==> src/rtl/param_updown_counter_pkg.sv <==
// Shared types for the parametrised up/down counter: boundary modes and FSM states.
package counter_pkg;

  typedef enum logic [1:0] {
    MODE_WRAP    = 2'b00,
    MODE_SAT     = 2'b01,
    MODE_ONESHOT = 2'b10
  } mode_t;

  typedef enum logic {
    ST_RUN  = 1'b0,
    ST_HALT = 1'b1
  } state_t;

endpackage

==> src/rtl/param_updown_counter_if.sv <==
// Control and status bundle of the counter. The counter has no valid/ready
// handshake: every input is sampled on each rising clock edge.
interface param_updown_counter_if #(
  parameter int WIDTH  = 8,
  parameter int STEP_W = 4
);
  logic              en_ctrl_in;
  logic              set_ctrl_in;
  logic              up_ctrl_in;
  logic [WIDTH-1:0]  counter_in;
  logic [STEP_W-1:0] step_in;
  logic [WIDTH-1:0]  limit_in;
  logic [1:0]        mode_in;
  logic              flag_clr_in;
  logic [WIDTH-1:0]  counter_out;
  logic              ovf_out;
  logic              unf_out;
  logic              ovf_sticky_out;
  logic              unf_sticky_out;
  logic              tc_out;
  logic              halt_out;

  modport master (
    output en_ctrl_in, set_ctrl_in, up_ctrl_in, counter_in, step_in,
           limit_in, mode_in, flag_clr_in,
    input  counter_out, ovf_out, unf_out, ovf_sticky_out, unf_sticky_out,
           tc_out, halt_out
  );

  modport slave (
    input  en_ctrl_in, set_ctrl_in, up_ctrl_in, counter_in, step_in,
           limit_in, mode_in, flag_clr_in,
    output counter_out, ovf_out, unf_out, ovf_sticky_out, unf_sticky_out,
           tc_out, halt_out
  );
endinterface

==> src/rtl/param_updown_counter_step.sv <==
// Combinational next-value unit: applies one up/down step against [0, limit]
// and resolves overflow/underflow according to the boundary mode.
module counter_step_unit
  import counter_pkg::*;
#(
  parameter int WIDTH  = 8,
  parameter int STEP_W = 4
) (
  input  logic [WIDTH-1:0]  cnt,
  input  logic [STEP_W-1:0] step,
  input  logic [WIDTH-1:0]  limit,
  input  logic              up,
  input  logic [1:0]        mode,
  output logic [WIDTH-1:0]  nxt,
  output logic              ovf,
  output logic              unf
);
  // One extra bit beyond the wider operand so the sum never wraps silently.
  localparam int EW = ((STEP_W > WIDTH) ? STEP_W : WIDTH) + 1;

  logic [EW-1:0] cnt_x;
  logic [EW-1:0] step_x;
  logic [EW-1:0] lim_x;
  logic [EW-1:0] sum_x;
  logic [EW-1:0] dif_x;

  assign cnt_x  = EW'(cnt);
  assign step_x = EW'(step);
  assign lim_x  = EW'(limit);
  assign sum_x  = cnt_x + step_x;
  assign dif_x  = cnt_x - step_x;

  always_comb begin
    nxt = cnt;
    ovf = 1'b0;
    unf = 1'b0;
    if (step_x == '0) begin
      nxt = cnt;
    end else if (up) begin
      if (sum_x > lim_x) begin
        ovf = 1'b1;
        case (mode_t'(mode))
          MODE_SAT, MODE_ONESHOT: nxt = limit;
          default:                nxt = '0;
        endcase
      end else begin
        nxt = WIDTH'(sum_x);
      end
    end else begin
      if (cnt_x < step_x) begin
        unf = 1'b1;
        case (mode_t'(mode))
          MODE_SAT, MODE_ONESHOT: nxt = '0;
          default:                nxt = limit;
        endcase
      end else begin
        nxt = WIDTH'(dif_x);
      end
    end
  end
endmodule

==> src/rtl/param_updown_counter.sv <==
// Loadable up/down counter with wrap/saturate/one-shot boundaries, event pulses,
// sticky flags and a RUN/HALT FSM. Only tc_out is combinational.
module param_updown_counter
  import counter_pkg::*;
#(
  parameter int WIDTH   = 8,
  parameter int STEP_W  = 4,
  parameter int RST_VAL = 0
) (
  input  logic                   clk_in,
  input  logic                   rst_in,
  param_updown_counter_if.slave  bus,
  output state_t                 state_dbg
);
  state_t           state_q, state_d;
  logic [WIDTH-1:0] cnt_q, cnt_d;
  logic             ovf_q, ovf_d, unf_q, unf_d;
  logic             ovf_st_q, ovf_st_d, unf_st_q, unf_st_d;
  logic [WIDTH-1:0] step_nxt;
  logic             step_ovf, step_unf;
  logic [WIDTH-1:0] load_val;

  counter_step_unit #(.WIDTH(WIDTH), .STEP_W(STEP_W)) u_step (
    .cnt   (cnt_q),
    .step  (bus.step_in),
    .limit (bus.limit_in),
    .up    (bus.up_ctrl_in),
    .mode  (bus.mode_in),
    .nxt   (step_nxt),
    .ovf   (step_ovf),
    .unf   (step_unf)
  );

  assign load_val = (bus.counter_in > bus.limit_in) ? bus.limit_in : bus.counter_in;

  always_comb begin
    state_d = state_q;
    cnt_d   = cnt_q;
    ovf_d   = 1'b0;
    unf_d   = 1'b0;
    if (bus.set_ctrl_in) begin
      cnt_d   = load_val;
      state_d = ST_RUN;
    end else if (bus.en_ctrl_in && state_q == ST_RUN) begin
      cnt_d = step_nxt;
      ovf_d = step_ovf;
      unf_d = step_unf;
      if ((step_ovf || step_unf) && mode_t'(bus.mode_in) == MODE_ONESHOT)
        state_d = ST_HALT;
    end
    // A new event on the same edge as a clear keeps the flag set.
    ovf_st_d = (ovf_st_q && !bus.flag_clr_in) || ovf_d;
    unf_st_d = (unf_st_q && !bus.flag_clr_in) || unf_d;
  end

  always_ff @(posedge clk_in) begin
    if (rst_in) begin
      state_q  <= ST_RUN;
      cnt_q    <= WIDTH'(RST_VAL);
      ovf_q    <= 1'b0;
      unf_q    <= 1'b0;
      ovf_st_q <= 1'b0;
      unf_st_q <= 1'b0;
    end else begin
      state_q  <= state_d;
      cnt_q    <= cnt_d;
      ovf_q    <= ovf_d;
      unf_q    <= unf_d;
      ovf_st_q <= ovf_st_d;
      unf_st_q <= unf_st_d;
    end
  end

  assign bus.counter_out    = cnt_q;
  assign bus.ovf_out        = ovf_q;
  assign bus.unf_out        = unf_q;
  assign bus.ovf_sticky_out = ovf_st_q;
  assign bus.unf_sticky_out = unf_st_q;
  assign bus.halt_out       = (state_q == ST_HALT);
  assign bus.tc_out         = (cnt_q == bus.limit_in);
  assign state_dbg          = state_q;
endmodule

==> src/flat_wrapper.sv <==
// flat-port wrapper written by rule: the top's interface ports become plain ports
module param_updown_counter_flat import counter_pkg::*;
#(
  parameter int WIDTH   = 8,
  parameter int STEP_W  = 4,
  parameter int RST_VAL = 0
)
  (clk_in, rst_in, state_dbg, bus_en_ctrl_in, bus_set_ctrl_in, bus_up_ctrl_in, bus_counter_in, bus_step_in, bus_limit_in, bus_mode_in, bus_flag_clr_in, bus_counter_out, bus_ovf_out, bus_unf_out, bus_ovf_sticky_out, bus_unf_sticky_out, bus_tc_out, bus_halt_out);
  param_updown_counter_if #(.WIDTH(WIDTH), .STEP_W(STEP_W)) bus_i ();
  input  logic clk_in;
  input  logic rst_in;
  output state_t state_dbg;
  input wire logic [$bits(bus_i.en_ctrl_in)-1:0] bus_en_ctrl_in;
  input wire logic [$bits(bus_i.set_ctrl_in)-1:0] bus_set_ctrl_in;
  input wire logic [$bits(bus_i.up_ctrl_in)-1:0] bus_up_ctrl_in;
  input wire logic [$bits(bus_i.counter_in)-1:0] bus_counter_in;
  input wire logic [$bits(bus_i.step_in)-1:0] bus_step_in;
  input wire logic [$bits(bus_i.limit_in)-1:0] bus_limit_in;
  input wire logic [$bits(bus_i.mode_in)-1:0] bus_mode_in;
  input wire logic [$bits(bus_i.flag_clr_in)-1:0] bus_flag_clr_in;
  output wire logic [$bits(bus_i.counter_out)-1:0] bus_counter_out;
  output wire logic [$bits(bus_i.ovf_out)-1:0] bus_ovf_out;
  output wire logic [$bits(bus_i.unf_out)-1:0] bus_unf_out;
  output wire logic [$bits(bus_i.ovf_sticky_out)-1:0] bus_ovf_sticky_out;
  output wire logic [$bits(bus_i.unf_sticky_out)-1:0] bus_unf_sticky_out;
  output wire logic [$bits(bus_i.tc_out)-1:0] bus_tc_out;
  output wire logic [$bits(bus_i.halt_out)-1:0] bus_halt_out;
  assign bus_i.en_ctrl_in = bus_en_ctrl_in;
  assign bus_i.set_ctrl_in = bus_set_ctrl_in;
  assign bus_i.up_ctrl_in = bus_up_ctrl_in;
  assign bus_i.counter_in = bus_counter_in;
  assign bus_i.step_in = bus_step_in;
  assign bus_i.limit_in = bus_limit_in;
  assign bus_i.mode_in = bus_mode_in;
  assign bus_i.flag_clr_in = bus_flag_clr_in;
  assign bus_counter_out = bus_i.counter_out;
  assign bus_ovf_out = bus_i.ovf_out;
  assign bus_unf_out = bus_i.unf_out;
  assign bus_ovf_sticky_out = bus_i.ovf_sticky_out;
  assign bus_unf_sticky_out = bus_i.unf_sticky_out;
  assign bus_tc_out = bus_i.tc_out;
  assign bus_halt_out = bus_i.halt_out;
  param_updown_counter #(.WIDTH(WIDTH), .STEP_W(STEP_W), .RST_VAL(RST_VAL)) u_core (.clk_in(clk_in), .rst_in(rst_in), .bus(bus_i), .state_dbg(state_dbg));
endmodule
==> config.mk <==
export PLATFORM = sky130hd
export DESIGN_NAME = param_updown_counter_flat
export DESIGN_NICKNAME = d
export VERILOG_FILES = /design/src/rtl/param_updown_counter_pkg.sv /design/src/rtl/param_updown_counter_if.sv /design/src/rtl/param_updown_counter_step.sv /design/src/rtl/param_updown_counter.sv /design/src/flat_wrapper.sv
export SDC_FILE = /design/constraint.sdc
export NUM_CORES = 1
export LEC_CHECK = 0
export CORE_ASPECT_RATIO = 0.75
export CORE_UTILIZATION = 41
export DETAILED_ROUTE_END_ITERATION = 10
export PLACE_DENSITY = 0.65
export SETUP_SLACK_MARGIN = 0.05
export SLEW_MARGIN = 40
export SYNTH_ARGS = -nofsm -noshare
export SYNTH_HDL_FRONTEND = slang
export SYNTH_HIERARCHICAL = 1
export SYNTH_SLANG_ARGS = --single-unit
==> constraint.sdc <==
create_clock -name clk_in -period 5.6 [get_ports clk_in]
set_input_delay 1.4 -clock clk_in [delete_from_list [all_inputs] [get_ports clk_in]]
set_output_delay 1.4 -clock clk_in [all_outputs]
set_load 0.005 [all_outputs]
# [Word-level counts from Yosys, hierarchy flattened]
# Cells that the tools add are included.
[op_classes] n_bitwise=1 n_div=0 shifts=0 n_addsub=2 multipliers=0 order_cmp=3 n_mux=19 reduce_logical=14 eq_ne=4
[ops] op="8-bit two-way mux" count=9
[ops] op="1-bit two-way mux" count=10
[ops] op="8-bit by 4-bit adder with 9-bit output" count=1
[ops] op="9-bit by 8-bit greater-than comparator with 1-bit output" count=1
[ops] op="9-bit logical NOT" count=1
[ops] op="8-bit == test" count=1
[ops] op="8-bit greater-than comparator" count=1
[ops] op="8-bit by 4-bit less-than comparator with 1-bit output" count=1
[ops] op="8-bit by 4-bit subtractor with 8-bit output" count=1
[ops] op="1-bit logical AND" count=4
[ops] op="2-bit AND reduction" count=2
[ops] op="2-bit OR reduction" count=2
[ops] op="1-bit logical OR" count=3
[ops] op="2-bit by 1-bit == test with 1-bit output, second input constant" count=1
[ops] op="2-bit == test, second input constant" count=1
[ops] op="2-bit != test, second input constant" count=1
[ops] op="2-bit nonzero test" count=1
[ops] op="1-bit logical NOT" count=1
[ops] op="1-bit inverter" count=1
[totals] romBits=0 output_inout_bits=15 latchBits=0 input_bits=28 ram_bits=0 register_bits=13 wordCells=49 n_memories=0

# [Logic depth before layout (Yosys ltp)]
# Gate-level depths: netlist of run 1.
[depth] word_depth=8 mapped_depth=18 mapped_depth_nobuf=17

# [Hierarchy]
# Netlist of run 1, hierarchy kept.
[modules_own_cells] mod="param_updown_counter" cells_each=147 area_each_um2=1209.9 seq_area_each_um2=260.2 instances=1
[modules_own_cells] mod="counter_step_unit" cells_each=145 area_each_um2=1043.5 seq_area_each_um2=0.0 instances=1

# [Worst setup path after synthesis of run 1]
# OpenSTA, ideal clock, no wires.
[synth_path] path_kind="input port to flip-flop" start="input bus_step_in[2]" end="register u_core.cnt_q[5], in the netlist u_core/bus.counter_out[5]" setup_time_ns=0.137 setup_slack_ns=1.005 arrival_ns=4.459 path_stages=18 path_cell_list="inv_1 > ha_1 > nand2b_2 > a2bb2oi_1 > and3_1 > xor2_1 > ha_1 > nand3_1 > nor3_1 > a211o_1 > and3b_1 > buf_2 > a22o_1 > a211o_1 > mux2i_1 > nor2_1 > a221oi_1 > a311oi_1"
[synth_via] elab_chain_cells=7
[synth_lines] item="start: declaration" line_no="flat_wrapper.sv:17" text="input wire logic [$bits(bus_i.step_in)-1:0] bus_step_in;"
[synth_lines] item="8-bit by 4-bit adder with 9-bit output" line_no="param_updown_counter_step.sv:30" text="assign sum_x = cnt_x + step_x;"
[synth_lines] item="9-bit by 8-bit greater-than comparator with 1-bit output" line_no="param_updown_counter_step.sv:40" text="if (sum_x > lim_x) begin"
[synth_lines] item="8-bit two-way mux" line_no="param_updown_counter_step.sv:40"
[synth_lines] item="8-bit two-way mux (*)" line_no="param_updown_counter_step.sv:39" text="end else if (up) begin"
[synth_lines] item="8-bit two-way mux (*)" line_no="param_updown_counter_step.sv:37" text="if (step_x == '0) begin"
[synth_lines] item="via u_core.step_nxt[5]" line_no="param_updown_counter.sv:19" text="logic [WIDTH-1:0] step_nxt;"
[synth_lines] item="8-bit two-way mux (*)" line_no="param_updown_counter.sv:44" text="end else if (bus.en_ctrl_in && state_q == ST_RUN) begin"
[synth_lines] item="8-bit two-way mux (*)" line_no="param_updown_counter.sv:41" text="if (bus.set_ctrl_in) begin"
[synth_lines] item="end signal: assignment" line_no="param_updown_counter.sv:59" text="cnt_q <= WIDTH'(RST_VAL);"
[synth_lines] item="end signal: assignment" line_no="param_updown_counter.sv:66" text="cnt_q <= cnt_d;"
[synth_lines] item="end: declaration" line_no="param_updown_counter.sv:16" text="logic [WIDTH-1:0] cnt_q, cnt_d;"
# The timed path passes the listed nets; every way through them passes the cells marked *. The select of a mux whose other input is x is not followed.
# A chain may end at the register's enable or synchronous reset.

# [Worst setup path in the final report of run 1]
[layout_path] start="input bus_step_in[3]" end="register u_core.cnt_q[4], in the netlist u_core/bus.counter_out[4]"
# Same word-level chain as after synthesis.

==> summary.md, run 1 <==
| Metric | Value |
|---|---|
| Status | completed |
| Layout fillers | ~480 |
| Critical Path Max Stage Delay | ~0.52 ns |
| Rows | 22 |
| CP Max Fanout | 6 |
| Buf/Inv on CP | 3 |
| Post-CTS Setup Bufs | 0 |
| Placed cells | around 400 |
| Setup TNS | 0 ns |
| Final Hold Fails | 0 |
| CTS buffer count | 3 |
| CP Cell Sequence | clkdlybuf4s50_1, inv_1, ha_1, inv_1, a2bb2oi_1, and3_1, xor2_1, ha_1, nand3_1, nor3_1, a2bb2oi_1, and2_1, mux2i_1, o221ai_1, mux2i_1, nor2_1, a221oi_1, a311oi_1 |
| Clk root buf | clkbuf_8 |
| Top FF cell, synth | dfxtp_1 |
| # hold bufs at CTS | 0 |
| GR peak layer | met2 |
| Peak VDD IR | 0.0926 mV |
| Area of the multi-input gates | roughly 1800 sq um |
| Slew headroom | 0.560 |
| R2R depth | 16 |
| P_sw | approximately 0.00024 W |
| Die height | 66.2 um |
| Crit-path slowest cell | clkdlybuf4s50_1 |
| YS warnings | 6 |
| Register area | 260 sq um |
| Post-Layout Cell Count | a little over 400 |
| Total chip power | roughly 0.00056 W |
| Syn Nets | ~350 |
| DR WL/cell | between 15 and 20 um |
| IO Pins | between 40 and 50 |
| Area of the die | about 5800 sq um |
| Hold path start | u_core/bus.ovf_sticky_out |
| Largest cells by area after synthesis | ha_1 13%, dfxtp_1 12%, mux2i_1 5.8% |
| Share of cells above drive strength 1 | 0.0816 |
| Post-synth ARST share | 0 |
| Depth of the CTS H-tree | 1 |
| Post-synth EDFFs | 0 |
| Initial antenna violation count | 0 |
| Top cells by count, synth | 30 x nor2_1, 28 x nand2_1, 25 x inv_1 |
| Vias | between 2000 and 2500 |
| Syn Area/Cell | roughly 7.7 sq um |
| Reg-to-reg critical path startpoint | u_core/bus.counter_out[3] |
| Fin util | 0.546 |
| Tcrit/Tclk final | 0.934 |
| Worst-Skew Late Latency | roughly 0.25 ns |
| Power share of the clock group | 0.157 |
| Pwr dens | around 200 nW/um^2 |
| Hold WC Path Type | reg2reg |
| Total global routing overflow | 0 |
| Most common cell in the netlist | nor2_1 |
| Core Area | about 5100 sq um |
| Seq cells post-synth | 13 |
| Largest net degree at the start of global routing | 18 |
| Clk sinks | 13 |
| Sequential Power Share | 0.222 |
| Part of the power in combinational logic | 0.621 |
| Post-synth top area cell | ha_1 |
| HPWL after DPL | slightly below 5 mm |
| Slew @ Worst Pin | 0.658 ns |
| GR Util met3 | 0.0375 |
| Met2 usage | 0.361 |
| Met1 usage | 0.351 |
| Switching Share | 0.425 |
| Detailed Route Iter0 Violations | between 150 and 200 |
| Fin. max-slew vios | 0 |
| Initial core utilization | 0.443 |
| Leakage | between 1 and 1.5 nW |
| Die Wd | just under 90 um |
| Final WL | about 6 mm |
| RR Endpoint | u_core/bus.counter_out[4] |
| CTS tree | done |
| Ant. Diodes | 0 |
| Crit path max-delay family | compound AO/OA/AOI/OAI gates |
| Number of library cell types mapped by synthesis | 63 |
| Pint | 0.000320 W |
| GPL Wtd Cong | ~0.85 |
| Tmin final | between 5 and 6 ns |
| P&R area growth vs syn | 23.4% |
| First-pass GRT wire length | around 11 mm |
| Hold Path End | u_core/bus.ovf_sticky_out |
| Final setup fails | 0 |
| IO buf count | 42 |
| Synth top area share | 0.133 |
| GRT Util Overall | 0.234 |
| Clk slew on worst S/H paths | ~0.06 ns |
| Unrepaired setup endpoints after global routing | true |
| Layout net count | between 300 and 400 |
| Arr. time, crit path | roughly 5.4 ns |
| Max Root-Sink Buffers | 2 |
| Crit Path Class | in2reg |
| Worst hold stages | 1 |
| Crit path required time | between 5 and 6 ns |
| Vias in the first global route | around 2200 |
| Setup slack, reg-to-reg | between 1.5 and 2 ns |
| DR pass1 iterations | 6 |
| Max-Cap Viols | 0 |
| Sequential area share after synthesis | 0.115 |
| # resized after CTS | 0 |
| Antenna Violating Nets Remaining | 0 |
| Post-Synthesis Cells | between 200 and 300 |
| Clock Skew | 0.00186 ns |
| Post-route DRC | 0 |
| DR vias/cell | 5.74 |
| Mapped Area | around 2300 sq um |
| CP endpoint kind | flip-flop |
| Startpoint Class | primary input |
| Maximum clock rate | about 190 MHz |
## worst max path at each step
stage	startpoint	end	slack, ns	depth (start not counted)
finish	bus_step_in[3]	u_core/bus.counter_out[4]	0.37	18
detailed placement	bus_step_in[3]	u_core/bus.counter_out[4]	0.11	18
floorplan	bus_step_in[2]	u_core/bus.counter_out[5]	1.00	18
CTS	bus_step_in[3]	u_core/bus.counter_out[4]	0.37	18
global placement	bus_step_in[3]	u_core/bus.counter_out[4]	0.22	18
global route	bus_step_in[3]	u_core/bus.counter_out[0]	0.04	18
## routing by layer
layer	part of all wire	up-vias	routed length, um
li1	-	1148	-
met1	0.51	1079	3140
met2	0.42	86	2590
met3	0.070	2	431
met4	0.0015	0	9
met5	0	-	0
## area by class of cell
cell class                      instances  area share
Inverter                               25      0.0338
Sequential cell                        13      0.0936
Multi-Input combinational cell        243       0.662
Clock buffer                            3      0.0149
Clock inverter                          1     0.00180
Timing Repair Buffer                   46       0.162
Tap cell                               72      0.0324
## logic make-up (layout without fill, tap and decap cells)
family	Yosys count	after routing	share of synthesized area
AOI/OAI and AO/OA	77	77	0.269
and+or+nand+nor	104	104	0.237
muxes	20	20	0.0927
DFF	13	13	0.115
buffers and inverters	36	75	0.0700
xor gates and xnor gates	16	16	0.0655
adders and majority gates	26	26	0.151
## per-stage QoR
stage	setup slack [ns]	cell area, sq um	hold WS (ns)
finish	0.368	2780	0.454
global route	0.0432	2780	0.471
global placement	0.220	2720	0.435
floorplan	1.00	2250	0.451
detailed placement	0.115	2730	0.443
CTS	0.373	2780	0.461
## registers in the layout, indices dropped and copies added, names as in the netlist
signal / count
u_core/bus.counter_out: 8
u_core/bus.ovf_sticky_out: 1
u_core/bus.halt_out: 1
u_core/bus.unf_out: 1
u_core/bus.unf_sticky_out: 1
u_core/bus.ovf_out: 1
## power by group through the flow
stage | Clock (W) | Sequential [W] | Combinational (W)
floorplan | 0 | 0.000116 | 0.000249
global placement | 0 | 0.000126 | 0.000335
detailed placement | 0 | 0.000125 | 0.000340
CTS | 0.0000883 | 0.000123 | 0.000342
global route | 0.0000935 | 0.000126 | 0.000386
finish | 0.0000873 | 0.000123 | 0.000346
## layout by cell type (no fill, tap or decap), types with 5 or more instances in the layout
cell type / count
dfxtp_1: 13
nor2_1: 30
a21oi_1: 10
mux2i_1: 13
nor2b_1: 9
nand2_1: 28
inv_1: 25
a21o_1: 6
a31oi_1: 9
a311oi_1: 8
clkdlybuf4s50_1: 42
ha_1: 24
a221oi_1: 7
a22oi_1: 7
o21ai_0: 6
xnor2_1: 11
nor3_1: 5
Power figures use the tool's default switching activity.
==> inputs of run 2 (changes only) <==
SKIP_CTS_REPAIR_TIMING = 1   (was default)
==> results of run 2 <==
Final layout, timing and power as in run 1 (identical DEF).
==> inputs of run 3 (changes only) <==
CTS_CLUSTER_SIZE = 24   (was default)
==> results of run 3 <==
Final layout, timing and power as in run 1 (identical DEF).
